**src/rtl/cube_pkg.sv**
```systemverilog
// Shared cube encodings and the per-batch setup move table for the sticker-observation sequencer.
package cube_pkg;

   typedef enum logic [2:0] {
      FACE_U = 3'd0,
      FACE_L = 3'd1,
      FACE_F = 3'd2,
      FACE_R = 3'd3,
      FACE_B = 3'd4,
      FACE_D = 3'd5
   } face_t;

   typedef enum logic [1:0] {
      TURN_NONE = 2'd0,
      TURN_CW   = 2'd1,
      TURN_180  = 2'd2,
      TURN_CCW  = 2'd3
   } turn_t;

   typedef enum logic [2:0] {
      COLOR_W = 3'd0,
      COLOR_O = 3'd1,
      COLOR_G = 3'd2,
      COLOR_R = 3'd3,
      COLOR_B = 3'd4,
      COLOR_Y = 3'd5
   } color_t;

   typedef struct packed {
      face_t face;
      turn_t turn;
   } move_t;

   // Setup for one 4-sticker batch: up to two moves, m0 played first.
   typedef struct packed {
      logic [3:0] len;
      move_t      m0;
      move_t      m1;
   } setup_t;

   typedef enum logic [2:0] {
      ST_IDLE,
      ST_FETCH,
      ST_ISSUE,
      ST_WAIT_MOTOR,
      ST_DONE
   } seq_state_t;

   localparam int NUM_STEPS       = 48;
   localparam int STEPS_PER_BATCH = 4;

   function automatic move_t mk_move(input face_t f, input turn_t t);
      move_t m;
      m.face = f;
      m.turn = t;
      return m;
   endfunction

   // Inverse of a quarter/half turn is its negation modulo four.
   function automatic move_t invert_move(input move_t m);
      move_t r;
      r      = m;
      r.turn = turn_t'(2'd0 - m.turn);
      return r;
   endfunction

   function automatic setup_t batch_setup(input logic [3:0] batch);
      setup_t s;
      s = '0;
      case (batch)
         4'd1:    s = '{4'd2, mk_move(FACE_F, TURN_CW),  mk_move(FACE_B, TURN_CCW)};
         4'd2:    s = '{4'd2, mk_move(FACE_R, TURN_CW),  mk_move(FACE_L, TURN_CCW)};
         4'd3:    s = '{4'd2, mk_move(FACE_F, TURN_180), mk_move(FACE_B, TURN_180)};
         4'd4:    s = '{4'd2, mk_move(FACE_R, TURN_180), mk_move(FACE_L, TURN_180)};
         4'd5:    s = '{4'd2, mk_move(FACE_F, TURN_CCW), mk_move(FACE_B, TURN_CW)};
         4'd6:    s = '{4'd2, mk_move(FACE_R, TURN_CCW), mk_move(FACE_L, TURN_CW)};
         4'd7:    s = '{4'd1, mk_move(FACE_D, TURN_CW),  move_t'('0)};
         4'd8:    s = '{4'd1, mk_move(FACE_D, TURN_180), move_t'('0)};
         4'd9:    s = '{4'd1, mk_move(FACE_D, TURN_CCW), move_t'('0)};
         4'd10:   s = '{4'd2, mk_move(FACE_F, TURN_CW),  mk_move(FACE_R, TURN_CW)};
         4'd11:   s = '{4'd2, mk_move(FACE_R, TURN_CCW), mk_move(FACE_F, TURN_CCW)};
         default: s = '0;
      endcase
      return s;
   endfunction

endpackage

```
**src/rtl/setup_move_rom.sv**
```systemverilog
// Combinational setup-move table: undo of the previous batch then the next batch's setup at each
// batch's first step, a single U at the other steps, nothing at step 0.
module setup_move_rom
   import cube_pkg::*;
(
   input  logic [5:0] step,
   input  logic [3:0] mv_idx,
   output logic [4:0] move,
   output logic       valid,
   output logic       last
);

   logic [3:0] w_batch;
   setup_t     w_prev;
   setup_t     w_cur;
   logic [3:0] w_total;
   logic [3:0] w_rel;

   assign w_batch = step[5:2];
   assign w_prev  = batch_setup(w_batch - 4'd1);
   assign w_cur   = batch_setup(w_batch);
   assign w_total = w_prev.len + w_cur.len;
   assign w_rel   = mv_idx - w_prev.len;

   // NOTE: every output gets a default before the branches so no path can infer a latch.
   always_comb begin
      move  = '0;
      valid = 1'b0;
      last  = 1'b0;
      if (step != 6'd0) begin
         if (step[1:0] != 2'd0) begin
            move  = mk_move(FACE_U, TURN_CW);
            valid = (mv_idx == 4'd0);
            last  = (mv_idx == 4'd0);
         end else if (mv_idx < w_prev.len) begin
            // Undo walks the previous setup backwards.
            move  = invert_move((mv_idx == w_prev.len - 4'd1) ? w_prev.m0 : w_prev.m1);
            valid = 1'b1;
            last  = (mv_idx == w_total - 4'd1);
         end else if (mv_idx < w_total) begin
            move  = (w_rel == 4'd0) ? w_cur.m0 : w_cur.m1;
            valid = 1'b1;
            last  = (mv_idx == w_total - 4'd1);
         end
      end
   end

endmodule

```
**src/rtl/setup_move_sequencer.sv**
```systemverilog
// Plays the setup moves for each sticker observation step through a valid/ready motor interface.
// Optional motor watchdog enabled by defining STEP_TIMEOUT_EN.
module setup_move_sequencer
   import cube_pkg::*;
#(
   parameter logic [23:0] MOTOR_TIMEOUT = 24'd10_000_000
) (
   input  logic       clock,
   input  logic       reset,
   input  logic       send_setup_moves,
   output logic [4:0] move,
   output logic       move_valid,
   input  logic       move_ready,
   input  logic       motor_done,
   output logic       done_turning,
   output logic [5:0] step,
   output logic       busy,
   output logic       seq_complete,
   output logic       error
);

   localparam logic [5:0] LAST_STEP = 6'(NUM_STEPS - 1);

   seq_state_t r_state;
   seq_state_t w_next_state;
   logic [5:0] r_step;
   logic [3:0] r_mv_idx;
   logic [4:0] r_move;
   logic       r_last;
   logic       r_motor_done;
   logic [4:0] w_rom_move;
   logic       w_rom_valid;
   logic       w_rom_last;
   logic       w_start_ok;
   logic       w_timeout;

   setup_move_rom u_rom (
      .step   (r_step),
      .mv_idx (r_mv_idx),
      .move   (w_rom_move),
      .valid  (w_rom_valid),
      .last   (w_rom_last)
   );

`ifdef STEP_TIMEOUT_EN
   logic [23:0] r_timer;
   logic        r_error;

   assign w_timeout  = (r_state == ST_WAIT_MOTOR) && (r_timer == MOTOR_TIMEOUT - 24'd1);
   assign w_start_ok = send_setup_moves && !r_error;
   assign error      = r_error;

   always_ff @(posedge clock) begin
      if (reset) begin
         r_timer <= '0;
         r_error <= 1'b0;
      end else begin
         r_timer <= (r_state == ST_WAIT_MOTOR) ? r_timer + 24'd1 : 24'd0;
         if (w_timeout && !r_motor_done) begin
            r_error <= 1'b1;
         end
      end
   end
`else
   assign w_timeout  = 1'b0;
   assign w_start_ok = send_setup_moves;
   // The limit only matters when the watchdog is built in.
   assign error      = 1'b0 & (|MOTOR_TIMEOUT);
`endif

   always_comb begin
      w_next_state = r_state;
      case (r_state)
         ST_IDLE:       if (w_start_ok) w_next_state = ST_FETCH;
         ST_FETCH:      w_next_state = w_rom_valid ? ST_ISSUE : ST_DONE;
         ST_ISSUE:      if (move_ready) w_next_state = ST_WAIT_MOTOR;
         ST_WAIT_MOTOR: begin
            if (r_motor_done) begin
               w_next_state = r_last ? ST_DONE : ST_FETCH;
            end else if (w_timeout) begin
               w_next_state = ST_IDLE;
            end
         end
         ST_DONE:       w_next_state = ST_IDLE;
         default:       w_next_state = ST_IDLE;
      endcase
   end

   // NOTE: state is updated with non-blocking assignments so every register samples pre-edge values.
   always_ff @(posedge clock) begin
      if (reset) begin
         r_state      <= ST_IDLE;
         r_step       <= '0;
         r_mv_idx     <= '0;
         r_move       <= '0;
         r_last       <= 1'b0;
         r_motor_done <= 1'b0;
      end else begin
         r_state      <= w_next_state;
         // Motor pulse is registered and only accepted while a move is actually in flight.
         r_motor_done <= motor_done && (r_state == ST_WAIT_MOTOR);
         case (r_state)
            ST_IDLE:  r_mv_idx <= '0;
            ST_FETCH: begin
               if (w_rom_valid) begin
                  r_move <= w_rom_move;
                  r_last <= w_rom_last;
               end
            end
            ST_WAIT_MOTOR: begin
               if (r_motor_done && !r_last) begin
                  r_mv_idx <= r_mv_idx + 4'd1;
               end
            end
            ST_DONE:  r_step <= (r_step == LAST_STEP) ? 6'd0 : r_step + 6'd1;
            default:  ;
         endcase
      end
   end

   assign move         = r_move;
   assign move_valid   = (r_state == ST_ISSUE);
   assign busy         = (r_state != ST_IDLE);
   assign done_turning = (r_state == ST_DONE);
   assign seq_complete = (r_state == ST_DONE) && (r_step == LAST_STEP);
   assign step         = r_step;

endmodule

```
**config.mk**
```make
export PLATFORM = sky130hd
export DESIGN_NAME = setup_move_sequencer
export DESIGN_NICKNAME = d
export VERILOG_FILES = /design/src/rtl/cube_pkg.sv /design/src/rtl/setup_move_rom.sv /design/src/rtl/setup_move_sequencer.sv
export SDC_FILE = /design/constraint.sdc
export NUM_CORES = 1
export LEC_CHECK = 0
export CORE_MARGIN = 2
export CORE_UTILIZATION = 50
export DETAILED_ROUTE_END_ITERATION = 12
export PLACE_DENSITY = 0.74
export SETUP_SLACK_MARGIN = 0.02
export SLEW_MARGIN = 20
export SYNTH_ARGS = -nofsm -noshare
export SYNTH_HDL_FRONTEND = slang
export SYNTH_SLANG_ARGS = --single-unit
```
**constraint.sdc**
```tcl
create_clock -name clock -period 8.66 [get_ports clock]
set_input_delay 1.732 -clock clock [delete_from_list [all_inputs] [get_ports clock]]
set_output_delay 1.732 -clock clock [all_outputs]
set_load 0.03 [all_outputs]
```
==> results list <==
- The repair_antennas step left the layout with diodes totalling 0.
- Reg-to-reg setup timing slack: 4.16 ns
* Number of cells on the worst reg-to-reg path: 15
* Reg-to-Reg End: move[1]
* Instance area after placement: 0.00262 mm2
- In the post-synthesis netlist, the biggest area contributors are dfxtp_1 24%, ha_1 12%, xnor2_1 5.7%.
* Most instantiated flip-flop cell in the synthesis netlist: dfxtp_1
- Iteration count of the initial detailed-routing pass: 4
- Worst Setup End Kind: register
- The cell count after synthesis came out at 301.
* ANT nets after route: 0
- Number of ports placed on the die boundary: 21
* Die Span X: 74.2 um
- Final routed wirelength across all metal layers: 5400 um
* Number of nets in the layout: 337
* Fraction of the cycle the final worst path needs: 52.0%
- DRC Markers: 0
- Tracing the worst setup path back leads to its startpoint at step[2].
- The number of slew-limit violations in the final report is 0.
* Antenna violations before repair: 0
- Worst slew margin relative to its limit: 48.7%
- Die footprint: 0.00551 mm2
* Critical Path Sink: move[1]
- TritonCTS sink count: 30
- Crit Reg-Reg Startpoint: step[2]
* Worst Path Class, Setup: reg2reg
* Hold Buf Count CTS: 0
- Worst hold-check path type: reg2reg
* Pin count of the biggest net entering global routing: 21
* Worst Max-Slew Pin Slew: 0.768 ns
- Overall global routing resource usage: 20.7%
* Most used cell, CP: o21ai_0
- After filler insertion, the fill cell instance count of the layout stands at 457.
* RSZ-0062 raised after global routing: false
- After detailed routing, the average wire length per cell comes to 14.4 um.
- Synth unique cells: 61
- Post-layout min period: 4.50 ns
- The post-route netlist has 7.12% of its cells at a drive strength greater than 1.
* Syn-to-layout area delta: 10.0%
* Half-perimeter wire length after detailed placement: 4050 um
- Number of flops mapped to enable cells by yosys: 0
* Fraction of post-synthesis cell area in the top cell type by area: 24.3%
- Maximum root-to-sink buffer count: 2
- On the worst path, the slowest cell contributes a delay of 0.65 ns.
- Buffers on Ports: 19
- Avg Synthesized Cell Area: 8.20 um2
- The number of global-route vias before repair came to 1900.
- On the final layout, the worst clock skew is 0.00537 ns.
* Clock root buffer: clkbuf_8
* Achievable clock frequency: 222 MHz
- Slowest cell on crit path: dfxtp_1
- Status: complete, no violations
- Yosys warnings: 0
- Resized Gates After CTS: 0
- The die is 74.2 um tall.
- Largest driver fanout on the critical path: 17
* Clock tree from TritonCTS: done
* Largest voltage drop on the vdd net: 0.100 mV
- Once the clock tree was built, the setup fixing pass inserted 0 buffers.
- Number of core rows: 25
- Initial DRC count: 184
- Post-synthesis sequential area ratio: 24.3%
* Critical Path AT: 4.70 ns
* Vias per cell: 5.63
- Clock-pin slew was measured on the worst setup and hold paths at 0.07 ns.
- Final Non-Filler Cells: 376
- The synthesized design contains 30 register bits.
* Max-capacitance violation count: 0
- For this configuration, the core starts out at a cell density of 51.9%.
- Leak pwr: 0.930 nW
- The later pin in the worst-skew pair is clocked with a latency of 0.28 ns.
- Core ar.: 0.00475 mm2
- Cell area power density: 114 mW/mm2
- Setup total negative slack: 0 ns
- CP startpoint kind: register
- Walking the worst path, the cells encountered are inv_1, ha_1, xnor2_1, nand2_1, o21ai_0, ha_1, inv_1, fa_1, a21boi_0, o21ai_0, o21ai_0, a21oi_1, or3_1, a21oi_1, a221oi_2.
- The mapped netlist covers 0.00247 mm2.
- Overall via count from detail_route: 2116
* Ys async rst share: 0%
- In this run, placement finished with an instance count of 368.
- Global routing finished with a remaining overflow of 0.
- The library cell used most frequently in the layout, excluding fill and tap cells, is nor2_1.
* Syn nets: 330
* Final number of hold-violating endpoints: 0
- The first global-routing pass estimated 8960 um of wire.
- After routing the design area is 0.00272 mm2.
- In this run, CTS created clock tree buffers numbering 5.
* Commonest cells after routing, fill and taps aside: 35 x nor2_1, 30 x dfxtp_1, 23 x ha_1, 22 x a21oi_1
- dfxtp_1 takes more of the synthesized area than any other cell.
- Final Wtd Congestion: 0.901
* Setup violation total in the final timing report: 0
- STA puts the critical path data required time at 8.85 ns.
- Depth of the CTS H-tree: 2
-- Yosys cell counts, types with 5 or more instances --
| cell type | n |
|---|---|
| nand2_1 | 12 |
| o22ai_1 | 5 |
| dfxtp_1 | 30 |
| inv_1 | 19 |
| o21ai_0 | 15 |
| nor3_1 | 11 |
| nand3_1 | 7 |
| xnor2_1 | 16 |
| a21oi_1 | 22 |
| ha_1 | 23 |
| buf_2 | 10 |
| nor2_1 | 35 |
| mux2i_1 | 10 |
-- worst min path at each step --
stage             from      end  depth (start not counted)
5_1_grt        move[4]  move[4]                          2
4_1_cts        move[4]  move[4]                          2
3_3_place_gp   move[4]  move[4]                          2
3_5_place_dp   move[4]  move[4]                          2
2_1_floorplan   r_last   r_last                          2
6_report       move[4]  move[4]                          2
-- power by group --
group / total (W) / internal, W / switching, W
Clock: 0.000116 / 0.0000637 / 0.0000526
Combinational: 0.0000443 / 0.0000175 / 0.0000268
Sequential: 0.000149 / 0.000141 / 0.00000733
Total: 0.000309 / 0.000222 / 0.0000867
-- stage by stage --
step                      util (%)  power (W)  hold WS (ns)  setup WS, ns
after floorplan                  -   0.000183         0.498          4.67
after global placement        55.1   0.000195         0.466          4.36
after detailed placement      55.1   0.000195         0.463          4.19
after CTS                     57.1   0.000311         0.472          4.18
after global routing          57.1   0.000323         0.491          3.58
final                         57.1   0.000309         0.472          4.16
-- layout make-up --
| class | instances | area (um2) | area share [%] |
|---|---|---|---|
| clock inverter | 2 | 12.5 | 0.461 |
| timing repair buffer | 19 | 190 | 7.00 |
| inverter | 19 | 71.3 | 2.63 |
| sequential | 30 | 601 | 22.1 |
| tap | 67 | 83.8 | 3.09 |
| multi-input combinational | 233 | 1670 | 61.7 |
| clock buffer | 6 | 82.6 | 3.04 |
-- per-layer routing --
metal	up-vias	wire length, um	global-route usage, %
met4	0	46	4.76
met1	976	2540	28.1
met5	-	0	0
met3	8	218	4.20
li1	1079	-	-
met2	53	2590	34.0
-- critical path, delay by kind of cell, from the launching register on --
kind | cells | cell delay [ns]
AOI/OAI and AO/OA | 7 | 1.51
adders and majority gates | 3 | 1.22
buffers and inverters | 2 | 0.29
xor gates and xnor gates | 1 | 0.43
and+or+nand+nor | 2 | 0.30
DFF | 1 | 0.65
-- cells by family (layout without fill, tap and decap cells) --
| kind of cell | count (synthesis) | count (layout) | share of synthesized area, % |
|---|---|---|---|
| multiplexers | 10 | 10 | 4.06 |
| AND/OR/NAND/NOR | 101 | 101 | 22.3 |
| adder cells (fa/ha/maj) | 24 | 24 | 12.5 |
| other | 1 | 1 | 0.152 |
| flip-flops | 30 | 30 | 24.3 |
| AO/OA/AOI/OAI | 76 | 76 | 21.1 |
| buffers and inverters | 38 | 46 | 7.81 |
| XOR/XNOR | 21 | 21 | 7.76 |
-- registers in the layout, summed over array words and instances, names as in the netlist --
| name | flops |
|---|---|
| move | 5 |
| r_last | 1 |
| r_motor_done | 1 |
| u_rom.w_cur | 10 |
| r_mv_idx | 4 |
| r_state | 3 |
| step | 6 |
Note: power is estimated with default switching activity, not from simulation.
